--- config.mk ---
export PLATFORM = sky130hd
export DESIGN_NAME = mem_access_unit_flat
export DESIGN_NICKNAME = d
export VERILOG_FILES = /design/src/rtl/mem_access_unit_if.sv /design/src/rtl/mem_access_unit.sv /design/src/flat_wrapper.sv
export SDC_FILE = /design/constraint.sdc
export NUM_CORES = 1
export LEC_CHECK = 0
export BUFFER_PORTS_ARGS = -buffer_cell sky130_fd_sc_hd__buf_4
export CAP_MARGIN = 20
export CORE_MARGIN = 5
export CORE_UTILIZATION = 50
export DETAILED_ROUTE_END_ITERATION = 8
export GPL_TIMING_DRIVEN = 0
export PLACE_DENSITY = 0.86
export RECOVER_POWER = 25
export SLEW_MARGIN = 30
export SYNTH_ARGS = -nofsm -noshare
export SYNTH_HDL_FRONTEND = slang
export SYNTH_SLANG_ARGS = --single-unit
--- constraint.sdc ---
create_clock -name clk -period 3.1 [get_ports clk]
set_input_delay 0.775 -clock clk [delete_from_list [all_inputs] [get_ports clk]]
set_output_delay 0.775 -clock clk [all_outputs]
set_load 0.02 [all_outputs]
--- src/rtl/mem_access_unit_if.sv ---
// mem_access_unit_if: request/response handshake and data-memory port of the MEM-stage access unit
interface mem_access_unit_if;
    logic        req_valid;
    logic        req_ready;
    logic        req_we;
    logic [15:0] req_addr;
    logic [15:0] req_wdata;
    logic        rsp_valid;
    logic [15:0] rsp_rdata;
    logic        rsp_err;
    logic        stall;
    logic [15:0] d_addr;
    logic        d_we;
    logic [15:0] d_wdata;
    logic [15:0] d_dataout;
    modport slave (
        input  req_valid, req_we, req_addr, req_wdata, d_dataout,
        output req_ready, rsp_valid, rsp_rdata, rsp_err, stall, d_addr, d_we, d_wdata
    );
    modport master (
        output req_valid, req_we, req_addr, req_wdata, d_dataout,
        input  req_ready, rsp_valid, rsp_rdata, rsp_err, stall, d_addr, d_we, d_wdata
    );
endinterface

--- src/rtl/mem_access_unit.sv ---
// mem_access_unit: MEM-stage initiator sequencing one load/store at a time onto the data memory port
module mem_access_unit #(
    parameter int WAIT_CYCLES = 1,
    parameter int MEM_DEPTH   = 16
) (
    input logic              clk,
    input logic              r_st,
    mem_access_unit_if.slave bus
);
    // ERR spends the same cycle an ACCESS would, so errors respond with store latency
    typedef enum logic [2:0] {IDLE, ERR, ACCESS, WAIT, RESP} state_t;
    state_t      state_q, state_d;
    logic        we_q, we_d;
    logic [3:0]  cnt_q, cnt_d;
    logic        ready_q, ready_d, stall_q, stall_d;
    logic        rsp_valid_q, rsp_valid_d, rsp_err_q, rsp_err_d;
    logic        d_we_q, d_we_d;
    logic [15:0] d_addr_q, d_addr_d, d_wdata_q, d_wdata_d, rsp_rdata_q, rsp_rdata_d;
    logic        accept, oor, capture;
    assign accept  = bus.req_valid & (state_q == IDLE);
    assign oor     = 32'(bus.req_addr) >= MEM_DEPTH;
    assign capture = (state_q == ACCESS & ~we_q & WAIT_CYCLES == 0) | (state_q == WAIT & cnt_q == 4'd1);
    always_ff @(posedge clk) begin
        if (!r_st) begin
            state_q     <= IDLE;
            we_q        <= 1'b0;
            cnt_q       <= '0;
            ready_q     <= 1'b1;
            stall_q     <= 1'b0;
            rsp_valid_q <= 1'b0;
            rsp_err_q   <= 1'b0;
            d_we_q      <= 1'b0;
            d_addr_q    <= '0;
            d_wdata_q   <= '0;
            rsp_rdata_q <= '0;
        end else begin
            state_q     <= state_d;
            we_q        <= we_d;
            cnt_q       <= cnt_d;
            ready_q     <= ready_d;
            stall_q     <= stall_d;
            rsp_valid_q <= rsp_valid_d;
            rsp_err_q   <= rsp_err_d;
            d_we_q      <= d_we_d;
            d_addr_q    <= d_addr_d;
            d_wdata_q   <= d_wdata_d;
            rsp_rdata_q <= rsp_rdata_d;
        end
    end
    always_comb begin
        state_d = state_q;
        case (state_q)
            IDLE:    state_d = bus.req_valid ? (oor ? ERR : ACCESS) : IDLE;
            ERR:     state_d = RESP;
            ACCESS:  state_d = (we_q || WAIT_CYCLES == 0) ? RESP : WAIT;
            WAIT:    state_d = (cnt_q == 4'd1) ? RESP : WAIT;
            default: state_d = IDLE;
        endcase
        we_d  = accept ? bus.req_we : we_q;
        cnt_d = (state_q == ACCESS) ? 4'(WAIT_CYCLES) : (state_q == WAIT) ? cnt_q - 4'd1 : cnt_q;
    end
    always_comb begin
        ready_d     = state_d == IDLE;
        stall_d     = state_d != IDLE;
        rsp_valid_d = state_d == RESP;
        rsp_err_d   = state_q == ERR;
        d_we_d      = accept & ~oor & bus.req_we;
        d_addr_d    = (accept & ~oor) ? bus.req_addr : d_addr_q;
        d_wdata_d   = d_we_d ? bus.req_wdata : d_wdata_q;
        rsp_rdata_d = capture ? bus.d_dataout : rsp_rdata_q;
    end
    assign bus.req_ready = ready_q;
    assign bus.stall     = stall_q;
    assign bus.rsp_valid = rsp_valid_q;
    assign bus.rsp_err   = rsp_err_q;
    assign bus.rsp_rdata = rsp_rdata_q;
    assign bus.d_we      = d_we_q;
    assign bus.d_addr    = d_addr_q;
    assign bus.d_wdata   = d_wdata_q;
endmodule

--- src/flat_wrapper.sv ---
// flat-port wrapper written by rule: the top's interface ports become plain ports
module mem_access_unit_flat 
#(
    parameter int WAIT_CYCLES = 1,
    parameter int MEM_DEPTH   = 16
)
  (clk, r_st, bus_req_valid, bus_req_we, bus_req_addr, bus_req_wdata, bus_d_dataout, bus_req_ready, bus_rsp_valid, bus_rsp_rdata, bus_rsp_err, bus_stall, bus_d_addr, bus_d_we, bus_d_wdata);
  mem_access_unit_if bus_i ();
  input logic clk;
  input logic r_st;
  input wire logic [$bits(bus_i.req_valid)-1:0] bus_req_valid;
  input wire logic [$bits(bus_i.req_we)-1:0] bus_req_we;
  input wire logic [$bits(bus_i.req_addr)-1:0] bus_req_addr;
  input wire logic [$bits(bus_i.req_wdata)-1:0] bus_req_wdata;
  input wire logic [$bits(bus_i.d_dataout)-1:0] bus_d_dataout;
  output wire logic [$bits(bus_i.req_ready)-1:0] bus_req_ready;
  output wire logic [$bits(bus_i.rsp_valid)-1:0] bus_rsp_valid;
  output wire logic [$bits(bus_i.rsp_rdata)-1:0] bus_rsp_rdata;
  output wire logic [$bits(bus_i.rsp_err)-1:0] bus_rsp_err;
  output wire logic [$bits(bus_i.stall)-1:0] bus_stall;
  output wire logic [$bits(bus_i.d_addr)-1:0] bus_d_addr;
  output wire logic [$bits(bus_i.d_we)-1:0] bus_d_we;
  output wire logic [$bits(bus_i.d_wdata)-1:0] bus_d_wdata;
  assign bus_i.req_valid = bus_req_valid;
  assign bus_i.req_we = bus_req_we;
  assign bus_i.req_addr = bus_req_addr;
  assign bus_i.req_wdata = bus_req_wdata;
  assign bus_i.d_dataout = bus_d_dataout;
  assign bus_req_ready = bus_i.req_ready;
  assign bus_rsp_valid = bus_i.rsp_valid;
  assign bus_rsp_rdata = bus_i.rsp_rdata;
  assign bus_rsp_err = bus_i.rsp_err;
  assign bus_stall = bus_i.stall;
  assign bus_d_addr = bus_i.d_addr;
  assign bus_d_we = bus_i.d_we;
  assign bus_d_wdata = bus_i.d_wdata;
  mem_access_unit #(.WAIT_CYCLES(WAIT_CYCLES), .MEM_DEPTH(MEM_DEPTH)) u_core (.clk(clk), .r_st(r_st), .bus(bus_i));
endmodule
==> key figures, run 1 <==
Outcome
  – Outcome: finished, final reports clean

Drt
  – DR pass1 iterations: 4
  – Vias per cell: 4.99
  – Residual DRC: 0
  – Detail Route Antenna Nets: 0
  – Total wire length: 6.05 mm
  – Post-DR wirelength/cell: 15.1 microns
  – Vias post-DR: 2000
  – DR iter-0 viols: 85

Critical path
  – Critical path depth: 7
  – Reg2Reg Depth: 7
  – Slowest cell on crit path: clkbuf_1
  – CP cell instances: inv_1 > ha_1 > and4bb_2 > nand2_1 > clkbuf_1 > mux2i_1 > nor2b_1
  – CP bufs+invs: 2
  – Worst setup EP type: register
  – Worst setup SP type: register
  – Critical path type: register to register
  – CP delay by family, top: simple AND/OR/NAND/NOR gates
  – Highest cell delay on the worst timing path: 0.57 ns
  – CP required: between 3 and 4 ns
  – Worst EP arrival: roughly 2.5 ns
  – Worst-path fanout max: 10

Placement
  – Hpwl dp: between 4 and 5 mm
  – RD Place Congestion: around 0.8
  – Inst Count DP: around 390
  – Port bufs: 104
  – Placed cell areas: 3180 sq um

Layout
  – Final Instance Area: between 3000 and 4000 sq um
  – Layout cells sized above 1: approximately 33%
  – Area grow syn2layout: 42.9%
  – Fillers: roughly 350
  – Antenna cells: 0
  – Layout net count: 398
  – Non-Filler Instances: roughly 400

Timing
  – Worst rel slew slack: 55.6%
  – Fin. Hold Viols: 0
  – Period utilization: between 70% and 80%
  – Final setup TNS: 0 ns
  – Setup violators final: 0
  – FMAX: ~0.44 GHz
  – Slew Limit Fails: 0
  – Crit path time final: 2.29 ns
  – Setup Skew: between 0.005 and 0.006 ns
  – RSZ-0062 raised after global routing: no
  – Worst-Margin Slew: 0.667 ns

Worst hold path
  – Hold crit path type: register to register
  – Hold Path Cell Cnt: 2

Pwr
  – NetSw: 0.356 mW
  – VDD IR max: approximately 330 uV
  – Combinational share of power: ~6.3%
  – Int Pwr: 1.34 mW
  – Total chip power: ~1.7 mW
  – Clk pwr share: 47.0%
  – Sw Share: approximately a fifth
  – Leak: ~1.6 nW
  – Seq pwr share: between 40% and 50%
  – PwrDens: approximately 510 nW/um^2

Floorplanning
  – Starting Density: a little over half
  – Chip height: 78.3 microns
  – Placeable Area: roughly 4400 sq um
  – Die ar.: a little over 6000 sq um
  – Row cnt: 24
  – Die Wd: 78.3 microns
  – Top-Level Pins: between 100 and 150

Clock tree
  – Root buf cell: clkbuf_8
  – Num CTS Buffers: 9
  – CTS Sinks: between 60 and 70
  – CTS tree: built
  – Bufs on Longest Clock Path: 2
  – Resized cells post-CTS: 0
  – Skew-Pair Late Insertion Delay: approximately 0.33 ns
  – # H-tree levels: 3
  – Hold-fix buffers, CTS: 0
  – Clk slew on worst S/H paths: 0.06 ns
  – Post-CTS Setup Inserts: 0

Yosys
  – Synth Warn #: 0
  – Largest cells by area after synthesis: dfxtp_1 (52%), mux2i_1 (14%), nand2_1 (6.4%), nor2b_1 (5.1%), and3_1 (3.5%)
  – Post-Synthesis Cells: around 230
  – Synth cell types: 34
  – Avg Inst Size Synth: 10.2 sq um
  – Flip-flop and latch count after synthesis: 61
  – Seq/Total Area, Yosys: roughly 52%
  – Async SR Flop Fraction: 0%
  – Post-synth EDFFs: 0
  – Yosys top cell by area: dfxtp_1
  – Synthesized area: ~2300 sq um
  – Top cell type's share of synthesized area: 52.3%
  – Syn Nets: 283
  – Main synth FF type: dfxtp_1

GRT
  – Gr usage total: approximately 21%
  – Pin count of the biggest net entering global routing: 11
  – GR Overflow Total: 0
  – First-pass GRT wire length: 9.89 mm
  – Vias in the first global route: 2157
  – Initial antenna violation count: 0

Job
  – Max-cap violations: 0
==> flip-flops by register name (all words and copies together), names as in the netlist <==
register and count:
u_core.bus.d_we 1, u_core.state_q 3, u_core.bus.rsp_rdata 16, u_core.bus.req_ready 1, u_core.we_q 1, u_core.bus.d_wdata 16, u_core.bus.d_addr 16, u_core.bus.rsp_valid 1
u_core.bus.stall 1, u_core.bus.rsp_err 1, u_core.cnt_q 4
==> metal layers <==
| metal | GRT usage (%) | vias up | part of all wire [%] |
|---|---|---|---|
| met5 | 0 | - | 0 |
| met1 | 21.8 | 916 | 38 |
| met3 | 5.49 | 19 | 5.6 |
| met2 | 36.8 | 64 | 52 |
| met4 | 12.6 | 0 | 3.9 |
| li1 | - | 1001 | - |
==> cell usage in the layout, fill, tap and decap left out, types with 2 or more instances in the layout <==
cell type,netlist,layout
clkbuf_1,10,28
nand2_1,40,41
nor2b_1,19,19
nor4_2,3,3
buf_4,1,89
and3_1,13,13
ha_1,2,2
a21oi_1,5,5
inv_1,2,2
bufinv_16,0,2
o21ai_0,4,4
nand3_1,7,7
mux2i_1,33,33
o21ai_1,4,4
clkinv_2,0,2
clkbuf_8,0,11
nand2b_1,2,2
dfxtp_1,61,61
a21boi_0,2,2
and2_1,3,2
==> cell type report <==
type / count / area [sq um] / area share (%)
Clock buffer: 12 / 155 / 4.65
Timing Repair Buffer: 104 / 724 / 21.7
Sequential cell: 61 / 1220 / 36.6
Multi-Input combinational cell: 152 / 1030 / 30.8
Tap cell: 52 / 65.1 / 1.95
Buffer: 14 / 65.1 / 1.95
Clock inverter: 4 / 70.1 / 2.10
Inverter: 2 / 7.51 / 0.225
==> power by group through the flow <==
stage | clock (mW) | combinational [mW] | sequential [mW]
after CTS | 0.805 | 0.112 | 0.793
after global placement | 0 | 0.106 | 0.811
after floorplan | 0 | 0.0369 | 0.815
after global routing | 0.843 | 0.117 | 0.793
after detailed placement | 0 | 0.109 | 0.811
final | 0.798 | 0.107 | 0.793
==> per-stage QoR <==
step	util [%]	hold slack, ns	setup WS, ns
2_1_floorplan	-	0.439	1.24
3_3_place_gp	71.5	0.444	0.985
3_5_place_dp	71.5	0.452	0.953
4_1_cts	76.6	0.461	1.30
5_1_grt	75.1	0.478	0.651
6_report	75.1	0.456	0.809
==> tightest hold or removal path, cell delays in order (launching register included) <==
cell,delay [ns]
dfxtp_1,0.31
nand3_1,0.06
o21ai_1,0.05
==> synthesized netlist by cell type, drive strengths merged (2+ instances only) <==
master / count
inv: 2
and3: 13
dfxtp: 61
a21boi: 2
a21oi: 5
and2: 3
ha: 2
nand2b: 2
nand2: 42
nor2b: 19
mux2i: 33
nand3: 8
buf: 4
nor2: 2
clkbuf: 10
nor4: 3
o21ai: 8
==> logic make-up (layout without fill, tap and decap cells) <==
logic type | Yosys count | count (layout) | share of synthesized area (%)
and+or+nand+nor | 101 | 101 | 25.3
DFF | 61 | 61 | 52.3
muxes | 33 | 33 | 14.2
AOI/OAI and AO/OA | 16 | 16 | 3.81
buffers and inverters | 16 | 136 | 3.32
adders and majority gates | 2 | 2 | 1.07
==> final timing paths <==
check | end | startpoint | slack (ns)
min reg2reg | u_core.bus.d_addr[1]$_SDFFE_PN0N_ | u_core.bus.d_addr[1]$_SDFFE_PN0N_ | 0.46
max reg2reg | u_core.bus.rsp_rdata[12]$_SDFFE_PN0P_ | u_core.cnt_q[1]$_SDFFE_PP0N_ | 0.81
max | u_core.bus.rsp_rdata[12]$_SDFFE_PN0P_ | u_core.cnt_q[1]$_SDFFE_PP0N_ | 0.81
min | u_core.bus.d_addr[1]$_SDFFE_PN0N_ | u_core.bus.d_addr[1]$_SDFFE_PN0N_ | 0.46
No activity file was read; power rests on OpenSTA's default activity.
==> run 2: changes to the inputs <==
--- a/config.mk
+++ b/config.mk
@@ -8,10 +8,10 @@
 export BUFFER_PORTS_ARGS = -buffer_cell sky130_fd_sc_hd__buf_4
 export CAP_MARGIN = 20
 export CORE_MARGIN = 5
-export CORE_UTILIZATION = 50
+export CORE_UTILIZATION = 42
 export DETAILED_ROUTE_END_ITERATION = 8
 export GPL_TIMING_DRIVEN = 0
-export PLACE_DENSITY = 0.86
+export PLACE_DENSITY = 0.77
 export RECOVER_POWER = 25
 export SLEW_MARGIN = 30
 export SYNTH_ARGS = -nofsm -noshare
==> constraint.sdc (replaced) <==
create_clock -name clk -period 1.9 [get_ports clk]
set_input_delay 0.475 -clock clk [delete_from_list [all_inputs] [get_ports clk]]
set_output_delay 0.475 -clock clk [all_outputs]
set_load 0.02 [all_outputs]
==> key figures, run 2 (synthesized netlist as in run 1, its figures left out) <==
Job
  – Max-cap violations: 0 (unchanged)

GRT
  – Initial antenna violation count: 0 (unchanged)
  – Vias in the first global route: 2031 (-5.8%)
  – Gr usage total: 15.8% (-4.9 points)
  – GR Overflow Total: 0 (unchanged)
  – Pin count of the biggest net entering global routing: 13 (+2)
  – First-pass GRT wire length: 9.02 mm (-8.9%)

Layout
  – Layout cells sized above 1: 30.7% (-2.0 points)
  – Most common cell after layout, fill and taps aside: buf_4
  – Fillers: 487 (+40%)
  – Area grow syn2layout: 40.8%
  – Layout net count: 398 (unchanged)
  – Antenna cells: 0 (unchanged)
  – Most frequent cells in the layout: buf_4 (80), dfxtp_1 (61), nand2_1 (40)

Critical path
  – CP required: 2.11 ns (-1.21 ns)
  – Worst setup SP type: register
  – Worst EP arrival: 1.90 ns (-0.62 ns)
  – Worst setup EP type: register
  – Worst-path fanout max: 10 (unchanged)
  – Critical path type: register to register

Clock tree
  – Resized cells post-CTS: 0 (unchanged)
  – Clk slew on worst S/H paths: 0.08 ns (+0.02 ns)
  – CTS Sinks: 61 (unchanged)
  – CTS tree: built
  – Root buf cell: clkbuf_8
  – Bufs on Longest Clock Path: 2 (unchanged)
  – Hold-fix buffers, CTS: 0 (unchanged)
  – Post-CTS Setup Inserts: 0 (unchanged)
  – Skew-Pair Late Insertion Delay: 0.33 ns (about the same)
  – Num CTS Buffers: 9 (unchanged)
  – # H-tree levels: 3 (unchanged)

Timing
  – Setup violators final: 0 (unchanged)
  – Worst rel slew slack: 68.8% (+13 points)
  – RSZ-0062 raised after global routing: no
  – Slew Limit Fails: 0 (unchanged)
  – Fin. Hold Viols: 0 (unchanged)
  – Setup ws final: 0.215 ns (-0.594 ns)
  – FMAX: 0.594 GHz (+36%)
  – Worst-Margin Slew: 0.468 ns (-0.199 ns)
  – Period utilization: 88.7% (+15 points)
  – Final setup TNS: 0 ns (unchanged)
  – Setup Skew: 0.00991 ns (+0.00442 ns)
  – Crit path time final: 1.68 ns (-0.606 ns)

Worst hold path
  – Hold crit path type: input port to register

Outcome
  – Outcome: finished, final reports clean

Drt
  – Vias post-DR: 1978 (-1.1%)
  – Detail Route Antenna Nets: 0 (unchanged)
  – DR iter-0 viols: 24 (-72%)
  – Total wire length: 5.44 mm (-10%)
  – Post-DR wirelength/cell: 12.9 microns (-14%)
  – Residual DRC: 0 (unchanged)
  – DR pass1 iterations: 4 (unchanged)
  – Vias per cell: 4.70 (-5.8%)

Floorplanning
  – Starting Density: 42.9% (-9.6 points)
  – Die Wd: 84.5 microns (+7.9%)
  – Placeable Area: 5440 sq um (+22%)
  – Die ar.: 7150 sq um (+17%)
  – Chip height: 84.5 microns (+7.9%)
  – Row cnt: 27 (+13%)
  – Top-Level Pins: 105 (unchanged)

Pwr
  – Leak: 1.52 nW (-3.9%)
  – PwrDens: 750 nW/um^2 (+47%)
  – VDD IR max: 457 uV (+37%)
  – Total chip power: 2.46 mW (+45%)

Placement
  – RD Place Congestion: 0.756 (-7.0%)
  – Port bufs: 104 (unchanged)
  – Hpwl dp: 4.17 mm (-4.0%)
  – Pre-CTS WS: 0.0689 ns (-0.884 ns)
[run 2: cell types whose count changed in the layout (fill, tap and decap cells not counted), moves of 2 or more]
cell | previous run | this run
buf_4 | 89 | 80
bufinv_16 | 2 | 0
clkbuf_1 | 28 | 36
clkbuf_8 | 11 | 9
clkinv_4 | 0 | 2
clkinvlp_4 | 0 | 4
[run 2: power breakdown]
group	internal (mW)	switching, mW
clock network	0.473	0.528
registers	1.29	0.00527
logic	0.0966	0.0731
total	1.86	0.606
[run 2: path summary, 6_finish.rpt]
kind                                                        endpoint  slack [ns]                               from  cells past startpoint
worst max-delay path            u_core.bus.rsp_rdata[2]$_SDFFE_PN0P_        0.22       u_core.cnt_q[1]$_SDFFE_PP0N_                      7
worst min-delay path               u_core.bus.d_addr[2]$_SDFFE_PN0N_        0.39                    bus_req_addr[2]                      3
worst max register to register  u_core.bus.rsp_rdata[2]$_SDFFE_PN0P_        0.22       u_core.cnt_q[1]$_SDFFE_PP0N_                      7
worst min register to register     u_core.bus.d_addr[3]$_SDFFE_PN0N_        0.46  u_core.bus.d_addr[3]$_SDFFE_PN0N_                      2
[run 2: final cells by class]
type                       count  area [sq um]  share of cell area, %
buffer                        14          68.8                   2.09
clock buffer                   9           124                   3.77
clock inverter                 7          52.6                   1.60
inverter                       2          7.51                  0.228
multi-input combinational    152          1030                   31.5
sequential                    61          1220                   37.2
tap                           72          90.1                   2.74
timing repair buffer         104           687                   20.9
[run 2: layer usage]
layer	wire length (microns)	up-vias	GRT usage, %
li1	-	1006	-
met1	2300	893	17.7
met4	175	0	10.2
met5	0	-	0
met3	379	12	5.20
met2	2590	67	25.6
[run 2: stage by stage]
stage          instances  util [%]  hold WS, ns  area, sq um
2_1_floorplan        229         -        0.439         2330
3_5_place_dp         405      58.9        0.452         3200
5_1_grt              421      60.4        0.379         3290
4_1_cts              421      62.2        0.365         3380
6_report             421      60.4        0.385         3290
3_3_place_gp         405      58.9        0.444         3200
[run 2: critical path: stages, from the launching register on]
cell,delay [ns]
dfxtp_1,0.37
inv_1,0.09
ha_1,0.18
and4bb_2,0.25
nand2_4,0.15
buf_4,0.24
mux2i_1,0.23
nor2b_1,0.06
==> run 3: changes to the inputs <==
--- a/config.mk
+++ b/config.mk
@@ -5,13 +5,13 @@
 export SDC_FILE = /design/constraint.sdc
 export NUM_CORES = 1
 export LEC_CHECK = 0
-export BUFFER_PORTS_ARGS = -buffer_cell sky130_fd_sc_hd__buf_4
 export CAP_MARGIN = 20
 export CORE_MARGIN = 5
-export CORE_UTILIZATION = 42
+export CORE_UTILIZATION = 55
 export DETAILED_ROUTE_END_ITERATION = 8
+export DONT_BUFFER_PORTS = 1
 export GPL_TIMING_DRIVEN = 0
-export PLACE_DENSITY = 0.77
+export PLACE_DENSITY = 0.75
 export RECOVER_POWER = 25
 export SLEW_MARGIN = 30
 export SYNTH_ARGS = -nofsm -noshare
==> key figures, run 3 (synthesized netlist as in run 1, its figures left out) <==
Placement
  – Hpwl dp: 3.30 mm (-21%)
  – RD Place Congestion: 0.765 (+1.3%)
  – Port bufs: 0 (-100%)
  – Placed cell areas: 2400 sq um (-25%)

Floorplanning
  – Row cnt: 23 (-15%)
  – Die ar.: 5650 sq um (-21%)
  – Starting Density: 57.5% (+15 points)
  – Top-Level Pins: 105 (unchanged)
  – Die Wd: 75.1 microns (-11%)
  – Chip height: 75.1 microns (-11%)
  – Placeable Area: 4060 sq um (-25%)

Pwr
  – Combinational share of power: 2.7% (-4.2 points)
  – PwrDens: 1030 nW/um^2 (+38%)
  – Int Pwr: 2.20 mW (+18%)
  – Sw Share: 19.5% (-5.1 points)
  – NetSw: 0.532 mW (-12%)
  – Clk pwr share: 49.6% (+9.0 points)
  – Total chip power: 2.73 mW (+11%)
  – Leak: 1.14 nW (-25%)
  – Seq pwr share: 47.7% (-4.8 points)
  – VDD IR max: 626 uV (+37%)

Layout
  – Layout net count: 294 (-26%)
  – Most common cell after layout, fill and taps aside: dfxtp_1
  – Layout cells sized above 1: 11.8% (-19 points)
  – Fin util: 65.1% (+4.7 points)
  – Antenna cells: 0 (unchanged)
  – Area grow syn2layout: 13.1%
  – Final Instance Area: 2640 sq um (-20%)
  – Most frequent cells in the layout: dfxtp_1 (61), nand2_1 (40), mux2i_1 (33)

Clock tree
  – CTS Sinks: 61 (unchanged)
  – Skew-Pair Late Insertion Delay: 0.33 ns (about the same)
  – Resized cells post-CTS: 0 (unchanged)
  – Num CTS Buffers: 9 (unchanged)
  – Clk slew on worst S/H paths: 0.06 ns (-0.02 ns)
  – # H-tree levels: 3 (unchanged)
  – Post-CTS Setup Inserts: 0 (unchanged)
  – Hold-fix buffers, CTS: 0 (unchanged)
  – CTS tree: built
  – Root buf cell: clkbuf_8
  – Bufs on Longest Clock Path: 2 (unchanged)

Job
  – Max-cap violations: 0 (unchanged)

Timing
  – Worst-Margin Slew: 0.449 ns (-0.0188 ns)
  – Slew Limit Fails: 0 (unchanged)
  – Period utilization: 87.3% (-1.4 points)
  – Final setup TNS: 0 ns (unchanged)
  – RSZ-0062 raised after global routing: no
  – Setup violators final: 0 (unchanged)
  – FMAX: 0.603 GHz (+1.6%)
  – Fin. Hold Viols: 0 (unchanged)
  – Crit path time final: 1.66 ns (-0.0263 ns)
  – Setup Skew: 0.00665 ns (-0.00325 ns)
  – Worst rel slew slack: 70.1% (+1.3 points)

Outcome
  – Outcome: finished, final reports clean

GRT
  – GR Overflow Total: 0 (unchanged)
  – Gr usage total: 16.9% (+1.1 points)
  – Initial antenna violation count: 0 (unchanged)
  – First-pass GRT wire length: 7.16 mm (-21%)
  – Pin count of the biggest net entering global routing: 11 (-2)
  – Vias in the first global route: 1558 (-23%)

Critical path
  – Critical path type: register to register
  – Worst-path fanout max: 10 (unchanged)
  – Worst setup SP type: register
  – CP required: 2.12 ns (about the same)
  – Worst EP arrival: 1.88 ns (-0.02 ns)
  – Reg2Reg Depth: 7 (unchanged)
  – Worst setup EP type: register

Drt
  – Residual DRC: 0 (unchanged)
  – DR iter-0 viols: 70 (+190%)
  – Post-DR wirelength/cell: 15.3 microns (+19%)
  – Vias post-DR: 1560 (-21%)
  – DR pass1 iterations: 6 (+2)
  – Detail Route Antenna Nets: 0 (unchanged)
  – Total wire length: 4.52 mm (-17%)
  – Vias per cell: 5.29 (+13%)

Worst hold path
  – Hold crit path type: input port to register
  – Hold Path Cell Cnt: 2 (-1)
-- run 3: cell types whose count changed in the layout (fill, tap and decap cells not counted), sizes merged --
cell      delta
clkbuf      -22
clkinvlp     -4
bufinv       +2
clkinv       -2
buf         -78
-- run 3: final timing paths --
path                                      from  slack, ns                                    end
hold reg to reg       u_core.we_q$_SDFFE_PN0P_       0.48               u_core.we_q$_SDFFE_PN0P_
hold / removal                 bus_req_addr[0]       0.27      u_core.bus.d_addr[0]$_SDFFE_PN0N_
setup reg to reg  u_core.cnt_q[1]$_SDFFE_PP0N_       0.24  u_core.bus.rsp_rdata[13]$_SDFFE_PN0P_
setup / recovery  u_core.cnt_q[1]$_SDFFE_PP0N_       0.24  u_core.bus.rsp_rdata[13]$_SDFFE_PN0P_
-- run 3: critical path: stages, from the launching register on --
cell      delay (ns)
dfxtp_1         0.38
inv_1           0.08
ha_1            0.17
and4bb_2        0.25
nand2_4         0.16
buf_4           0.23
mux2i_1         0.22
nor2b_1         0.06
-- run 3: metal layers --
metal  vias up  global-route usage, %  wire [microns]
li1        793                      -               -
met1       692                   19.9            1860
met2        64                   25.3            2050
met3        11                   8.01             527
met4         0                   9.32              87
met5         -                      0               0
-- run 3: cell type report --
type / instances / area (sq um)
well taps: 50 / 62.6
clock inverters: 3 / 65.1
clock buffers: 13 / 179
multi-input cells: 152 / 1030
plain buffers: 14 / 70.1
flip-flops and latches: 61 / 1220
fillers: 337 / 1420
inverters: 2 / 7.51
-- run 3: power by group through the flow --
stage               clock [mW]  sequential, mW  combinational [mW]
floorplan                    0            1.33              0.0602
global placement             0            1.33              0.0748
detailed placement           0            1.33              0.0752
CTS                       1.38            1.30              0.0756
global route              1.45            1.30              0.0861
finish                    1.35            1.30              0.0745
-- run 3: per-stage QoR --
step	hold slack, ns	setup WS [ns]	instances
6_report	0.275	0.241	295
2_1_floorplan	0.439	0.337	229
3_5_place_dp	0.472	0.189	279
4_1_cts	0.265	0.234	295
5_1_grt	0.261	0.0989	295
3_3_place_gp	0.450	0.230	279
